===== config.mk =====
export PLATFORM = sky130hd
export DESIGN_NAME = controle_enchimento
export DESIGN_NICKNAME = d
export VERILOG_FILES = /design/src/rtl/enchimento_pkg.sv /design/src/rtl/temporizador.sv /design/src/rtl/controle_enchimento.sv
export SDC_FILE = /design/constraint.sdc
export NUM_CORES = 1
export LEC_CHECK = 0
export CAP_MARGIN = 10
export CELL_PAD_IN_SITES_DETAIL_PLACEMENT = 0
export CELL_PAD_IN_SITES_GLOBAL_PLACEMENT = 1
export CORE_UTILIZATION = 37
export CTS_BUF_LIST = sky130_fd_sc_hd__clkbuf_8
export DETAILED_ROUTE_END_ITERATION = 7
export PLACE_DENSITY_LB_ADDON = 0.1
export SLEW_MARGIN = 20
export SYNTH_ARGS = -nofsm -noshare
export SYNTH_HDL_FRONTEND = slang
export SYNTH_SLANG_ARGS = --single-unit
export TNS_END_PERCENT = 5

===== constraint.sdc =====
create_clock -name CLK -period 1.6 [get_ports CLK]
set_clock_uncertainty 0.15 [all_clocks]
set_input_delay 0.24 -clock CLK [delete_from_list [all_inputs] [get_ports CLK]]
set_output_delay 0.24 -clock CLK [all_outputs]
set_load 0.01 [all_outputs]

===== src/rtl/enchimento_pkg.sv =====
// Shared types and default constants for the bottle-filling controller.
package enchimento_pkg;

    typedef enum logic [2:0] {
        PARADO  = 3'd0,
        ESTEIRA = 3'd1,
        ENCHER  = 3'd2,
        VEDAR   = 3'd3,
        SAIDA   = 3'd4,
        ERRO    = 3'd5
    } estado_t;

    localparam int unsigned FILL_MAX_PADRAO   = 16;
    localparam int unsigned CAP_CYCLES_PADRAO = 4;
    localparam int unsigned BOX_SIZE_PADRAO   = 12;

    function automatic int unsigned maior(input int unsigned a, input int unsigned b);
        return (a > b) ? a : b;
    endfunction

endpackage


===== src/rtl/temporizador.sv =====
// Clearable up-counter with terminal-count flag against a run-time limit.
module temporizador #(
    parameter int unsigned WIDTH = 5
) (
    input  logic             clk_i,
    input  logic             reset_i,
    input  logic             clr_i,
    input  logic             en_i,
    input  logic [WIDTH-1:0] limite_i,
    output logic             tc_o
);

    logic [WIDTH-1:0] cont_q, cont_d;

    always_comb begin
        cont_d = cont_q;
        if (clr_i) begin
            cont_d = '0;
        end else if (en_i) begin
            cont_d = cont_q + 1'b1;
        end
    end

    always_ff @(posedge clk_i) begin
        if (reset_i) begin
            cont_q <= '0;
        end else begin
            cont_q <= cont_d;
        end
    end

    assign tc_o = (cont_q == limite_i);

endmodule


===== src/rtl/controle_enchimento.sv =====
// Filling-station controller: conveyor, fill, cap and exit of one bottle at a time,
// with box counting and a sticky fill-timeout alarm.
module controle_enchimento
    import enchimento_pkg::*;
#(
    parameter int unsigned FILL_MAX   = FILL_MAX_PADRAO,
    parameter int unsigned CAP_CYCLES = CAP_CYCLES_PADRAO,
    parameter int unsigned BOX_SIZE   = BOX_SIZE_PADRAO
) (
    input  logic                        CLK,
    input  logic                        reset,
    input  logic                        Start,
    input  logic                        SensorPos,
    input  logic                        SensorNivel,
    output logic                        Esteira,
    output logic                        Valvula,
    output logic                        Vedadora,
    output logic [$clog2(BOX_SIZE)-1:0] ContGarrafas,
    output logic                        CaixaCheia,
    output logic                        AlarmeNivel
);

    localparam int unsigned TW = $clog2(maior(FILL_MAX, CAP_CYCLES) + 1);
    localparam int unsigned CW = $clog2(BOX_SIZE);

    estado_t         estado_q, estado_d;
    logic [TW-1:0]   limite;
    logic            tc;
    logic            tempo_clr;
    logic            tempo_en;
    logic            fim_vedacao;
    logic [CW-1:0]   cont_q;
    logic            esteira_q, valvula_q, vedadora_q, cheia_q, alarme_q;

    // One timer serves both the fill timeout and the capping duration.
    always_comb begin
        limite = (estado_q == VEDAR) ? TW'(CAP_CYCLES - 1) : TW'(FILL_MAX - 1);
    end

    assign tempo_clr   = (estado_d != estado_q);
    assign tempo_en    = (estado_q == ENCHER) || (estado_q == VEDAR);
    assign fim_vedacao = (estado_q == VEDAR) && tc;

    temporizador #(
        .WIDTH (TW)
    ) u_temporizador (
        .clk_i    (CLK),
        .reset_i  (reset),
        .clr_i    (tempo_clr),
        .en_i     (tempo_en),
        .limite_i (limite),
        .tc_o     (tc)
    );

    always_comb begin
        estado_d = estado_q;
        case (estado_q)
            PARADO:  if (Start) estado_d = ESTEIRA;
            ESTEIRA: begin
                if (!Start)         estado_d = PARADO;
                else if (SensorPos) estado_d = ENCHER;
            end
            ENCHER: begin
                if (SensorNivel) estado_d = VEDAR;
                else if (tc)     estado_d = ERRO;
            end
            VEDAR:   if (tc) estado_d = SAIDA;
            SAIDA:   if (!SensorPos) estado_d = Start ? ESTEIRA : PARADO;
            ERRO:    estado_d = ERRO;
            default: estado_d = PARADO;
        endcase
    end

    // Outputs are registered from the next state so they stay Moore-aligned with estado_q.
    always_ff @(posedge CLK) begin
        if (reset) begin
            estado_q   <= PARADO;
            cont_q     <= '0;
            esteira_q  <= 1'b0;
            valvula_q  <= 1'b0;
            vedadora_q <= 1'b0;
            cheia_q    <= 1'b0;
            alarme_q   <= 1'b0;
        end else begin
            estado_q   <= estado_d;
            esteira_q  <= (estado_d == ESTEIRA) || (estado_d == SAIDA);
            valvula_q  <= (estado_d == ENCHER);
            vedadora_q <= (estado_d == VEDAR);
            alarme_q   <= (estado_d == ERRO);
            cheia_q    <= 1'b0;
            if (fim_vedacao) begin
                if (cont_q == CW'(BOX_SIZE - 1)) begin
                    cont_q  <= '0;
                    cheia_q <= 1'b1;
                end else begin
                    cont_q  <= cont_q + 1'b1;
                end
            end
        end
    end

    assign Esteira      = esteira_q;
    assign Valvula      = valvula_q;
    assign Vedadora     = vedadora_q;
    assign ContGarrafas = cont_q;
    assign CaixaCheia   = cheia_q;
    assign AlarmeNivel  = alarme_q;

endmodule


==> out/metrics.yaml, run 1 <==
outcome: "finished with violations"
violations: "negative setup slack"
cp.arrival_ns: 1.66
fin_nets: 153
synth_area_um2: 930
syn_to_final_growth_pct: 50.7
ys_ff_latch: 17
dieArea_um2: 2720
layout_setup_ws_ns: -0.0260
grtUsageTotal: 0.188
relSlewSlack: 0.769
startpoint_type: "flop"
path_max_fanout: 7
power.density_nw_per_um2: 628
async_flop_share: 0
final_common_cell: "buf_4"
fin_cells: 173
cp_slowest_stage_delay_ns: 0.41
cts_buffer_depth: 2
io_pins: 14
cts_sinks: 17
grt_pass1_vias: 847
drive_gt1_frac: 0.366
ys_seq_area_frac: 0.366
ys_top_cells_by_area: "dfxtp_1 (37%), a21oi_1 (4.3%), nor2_1 (3.6%), nor2b_1 (3.4%), mux2i_1 (3.2%)"
diodes: 0
cts_max_level: 1
peakVddDrop_v: 0.000465
maxCapViolCount: 0
stdcell_area_um2: 1400
cts_root_buf: "clkbuf_8"
synth_cells: 109
avgRoutedWirePerCell_um: 12.7
die_w_um: 52.1
synth_nets: 116
core-area_um2: 2300
die_h_um: 52.1
cts_tree: "done"
start_util: 0.405
clkTransAtPathRegs_ns: 0.07
power.leakage_nw: 0.617
hp-class: "reg -> reg"
portBuffers: 13
layout_common_cells: "buf_4 (23), dfxtp_1 (11), nor2_1 (9)"
drt-pass1-iter-count: 4
worst_slew_pin_slew_ns: 0.347
max_freq_ghz: 0.615
numCtsBuffers: 3
crit_slowest_cell: "or4_1"
power_mw: 0.880
synth_edf_count: 0
hold_violations: 0
antenna_left: 0
synth_cell_types: 40
grt.overflow.total: 0
synthFlopType: "dfxtp_1"
cp_cell_sequence: "ha_4, nor2b_4, buf_6, nand3_4, or4_1, a21oi_1"
cp-end-kind: "flop"
avgViaCountPerCell: 5.12
drv_slew: 0
antenna_found_initial: 0
setup_viol: 1
synth_area_per_cell_um2: 8.53
dpl_cell_area_um2: 1240
grt_pass1_wl_um: 3660
crit_type: "reg -> reg"
hold_buffers: 0
rows: 17
clock_latency_ns: 0.25
gp_congestion: 0.824
ys_warn_count: 0
placedCellCount: 166
synth_top_area_share: 0.366
drt_wl_total_um: 2190
fin_crit_sh: 1.02
grt_max_degree: 11
synth_top_area_cell: "dfxtp_1"
worstPathRequired_ns: 1.63
drt_iter0_drc: 7
period_minus_slack_ns: 1.63
place_hpwl_um: 1610
drc: 0
rsz0062_at_grt: "yes"
dr_total_vias: 886
cell usage after synthesis, types with 2 or more instances:
cell type and instances:
dfxtp_1 17, nor2_1 9, a21oi_1 8, nand2_1 8, inv_1 5, nand3_1 5
nor2b_1 5, buf_2 4, nor3_1 4, o21ai_0 4, a211oi_1 3, mux2i_1 3
nand2b_1 3, a31oi_1 2, ha_1 2, nand4_1 2, or3_1 2
flip-flops by register name, indices dropped and copies added (netlist names):
name and cells:
CaixaCheia 1, Valvula 1, estado_q 3, Vedadora 1
u_temporizador.cont_q 5, Esteira 1, ContGarrafas 4, AlarmeNivel 1
per-layer routing:
metal,wire length (um),GRT usage,up-vias
met2,1100,0.325,12
met3,58,0.0439,4
li1,-,-,466
met5,0,0,-
met4,40,0.0946,0
met1,994,0.212,404
cells by family after synthesis:
logic type,synth area share
AO/OA/AOI/OAI,0.186
XOR/XNOR,0.00942
adder cells (fa/ha/maj),0.0269
buffers and inverters,0.0579
flip-flops,0.366
multiplexers,0.0323
AND/OR/NAND/NOR,0.322
where the power goes:
part | switching (mW) | internal, mW | total, mW
combinational | 0.0617 | 0.0700 | 0.132
clock | 0.137 | 0.172 | 0.309
sequential | 0.00819 | 0.431 | 0.439
total | 0.207 | 0.673 | 0.880
worst max-delay path, delay by kind of cell (launching register included):
| family | cells | cell delay (ns) |
|---|---|---|
| AO/OA/AOI/OAI | 1 | 0.13 |
| flip-flops | 1 | 0.35 |
| buffers and inverters | 1 | 0.13 |
| adder cells (fa/ha/maj) | 1 | 0.14 |
| AND/OR/NAND/NOR | 3 | 0.66 |
final cells by class:
| cell class | instances | area [um^2] |
|---|---|---|
| timing repair buffer | 38 | 334 |
| sequential | 17 | 348 |
| fill | 213 | 896 |
| inverter | 5 | 18.8 |
| tap | 28 | 35.0 |
| multi-input combinational | 81 | 619 |
| clock buffer | 3 | 41.3 |
| clock inverter | 1 | 5.00 |
repair_timing:
action	CTS	global route
resized for setup	11	14
endpoints found under the setup margin	12	16
pin swaps	4	6
buffers inserted	2	1
cloned	0	0
final timing paths:
path	slack [ns]	startpoint	depth (start not counted)	endpoint
min reg2reg	0.35	ContGarrafas[3]	2	CaixaCheia
max reg2reg	-0.03	u_temporizador.cont_q[1]	6	ContGarrafas[2]
max	-0.03	u_temporizador.cont_q[1]	6	ContGarrafas[2]
min	0.35	ContGarrafas[3]	2	CaixaCheia
through the flow:
| stage | hold WS, ns | setup TNS (ns) | setup WS, ns | utilization |
|---|---|---|---|---|
| floorplan | 0.289 | 0 | 0.0221 | - |
| global placement | 0.339 | -2.29 | -0.266 | 0.540 |
| detailed placement | 0.336 | -2.54 | -0.291 | 0.540 |
| CTS | 0.353 | -0.00984 | -0.00984 | 0.584 |
| global route | 0.380 | -0.273 | -0.0859 | 0.610 |
| finish | 0.351 | -0.0260 | -0.0260 | 0.610 |
Power figures use the tool's default switching activity.
==> run 2, diff against run 1 <==
MAX_ROUTING_LAYER = met4   (was not set)
==> run 2 against run 1 <==
Effect of this change: the run still ends with negative setup slack left; total power about the same; cell count unchanged; maximum frequency hardly changed; largest power group unchanged; sequential share of layout area stayed put; worst setup slack gained 0.0015 ns; utilization is the same; clock power about the same.
==> out/metrics.yaml, run 2 (same netlist as run 1, synthesis figures left out) <==
drt_iter0_drc: 7
critPathLaunch: "u_temporizador.cont_q[1]"
maxCapViolCount: 0
setup_viol: 1
cp-endpoint: "ContGarrafas[2]"
stdcell_area_um2: 1400
power_frac_comb: 0.149
internal_power_mw: 0.673
power_switching_mw: 0.207
rows: 17
path_max_fanout: 7
antenna_left: 0
rsz0062_at_grt: "yes"
regMostFlops: "u_temporizador.cont_q"
startpoint_type: "flop"
switching_share: 0.236
antenna_found_initial: 0
drc: 0
worstPathRequired_ns: 1.63
hold_violations: 0
cp_slowest_stage_delay_ns: 0.41
power.leakage_nw: 0.617
avgRoutedWirePerCell_um: 12.6
clkTransAtPathRegs_ns: 0.07
fin_nets: 153
grt.overflow.total: 0
drt_wl_total_um: 2180
die_h_um: 52.1
cts_max_level: 1
ff2ff_path_depth: 6
outcome: "finished with violations"
die_w_um: 52.1
layout_common_cells: "buf_4 (23), dfxtp_1 (11), nor2_1 (9)"
grt_pass1_wl_um: 3660
final_common_cell: "buf_4"
dpl_cell_area_um2: 1240
cts_root_buf: "clkbuf_8"
worst_slew_pin_slew_ns: 0.344
peakVddDrop_v: 0.000465
grtUsageTotal: 0.193
pwr-share-seq: 0.499
avgViaCountPerCell: 5.10
fin_crit_sh: 1.02
relSlewSlack: 0.771
clock_latency_ns: 0.25
diodes: 0
start_util: 0.405
grt_max_degree: 11
violations: "negative setup slack"
numCtsBuffers: 3
largest_reg_flops: 5
fin_setup_tns_ns: -0.0245
dr_total_vias: 882
cts_buffer_depth: 2
max_freq_ghz: 0.616
io_pins: 14
hp-class: "reg -> reg"
worstReg2RegEnd: "ContGarrafas[2]"
power.density_nw_per_um2: 629
drive_gt1_frac: 0.366
portBuffers: 13
place_hpwl_um: 1610
cp_cell_sequence: "ha_4, nor2b_4, buf_6, nand3_4, or4_1, a21oi_1"
gp_congestion: 0.837
crit_type: "reg -> reg"
cp-end-kind: "flop"
grt_pass1_vias: 849
period_minus_slack_ns: 1.62
cts_tree: "done"
drt-pass1-iter-count: 4
cp.arrival_ns: 1.66
layout_setup_ws_ns: -0.0245
core-area_um2: 2300
reg2reg_from: "u_temporizador.cont_q[1]"
cts_sinks: 17
dieArea_um2: 2720
crit_slowest_cell: "or4_1"
syn_to_final_growth_pct: 50.7
clkPwrFrac: 0.352
rrSetupSlack_ns: -0.02
hold_buffers: 0
drv_slew: 0
## run 2: timing repair
item,CTS,global route
resized for setup,11,14
setup endpoints to repair,12,16
pin swaps,4,6
buffers inserted,2,1
## run 2: power by group through the flow
stage / clock network [mW] / registers [mW] / logic (mW)
finish: 0.310 / 0.439 / 0.131
global route: 0.345 / 0.440 / 0.143
CTS: 0.322 / 0.439 / 0.121
detailed placement: 0 / 0.448 / 0.115
global placement: 0 / 0.448 / 0.115
floorplan: 0 / 0.445 / 0.0654
## run 2: worst min path at each step
stage | depth (start not counted) | startpoint | end | slack [ns]
CTS | 2 | ContGarrafas[3] | CaixaCheia | 0.35
floorplan | 2 | reset | estado_q[2] | 0.29
finish | 2 | ContGarrafas[3] | CaixaCheia | 0.35
global route | 2 | ContGarrafas[3] | CaixaCheia | 0.38
global placement | 2 | ContGarrafas[3] | CaixaCheia | 0.34
detailed placement | 2 | ContGarrafas[3] | CaixaCheia | 0.34
## run 2: stage by stage
stage               hold slack [ns]  power [mW]   util  std cells  setup slack, ns
floorplan                     0.289       0.511      -        109           0.0221
global placement              0.339       0.563  0.540        166           -0.266
detailed placement            0.336       0.564  0.540        166           -0.291
CTS                           0.353       0.882  0.584        172         -0.00984
global route                  0.380       0.928  0.610        173          -0.0859
finish                        0.351       0.881  0.610        173          -0.0245
## run 2: cell type report
class | count | area (um^2)
fillers | 213 | 896
multi-input cells | 81 | 619
flip-flops and latches | 17 | 348
repair buffers | 38 | 334
clock buffers | 3 | 41.3
well taps | 28 | 35.0
inverters | 5 | 18.8
clock inverters | 1 | 5.00
## run 2: worst max-delay path: cells and delay by family, from the launching register on
kind,cells,cell delay [ns]
buffers and inverters,1,0.13
and+or+nand+nor,3,0.66
AOI/OAI and AO/OA,1,0.13
DFF,1,0.35
adders and majority gates,1,0.14
## run 2: routing by layer
layer  up-vias  wire length (um)  global-route usage
li1        468                 -                   -
met1       405              1020               0.212
met2         7              1100               0.325
met3         2                44              0.0439
met4         0                23              0.0946
met5         -                 0                   -
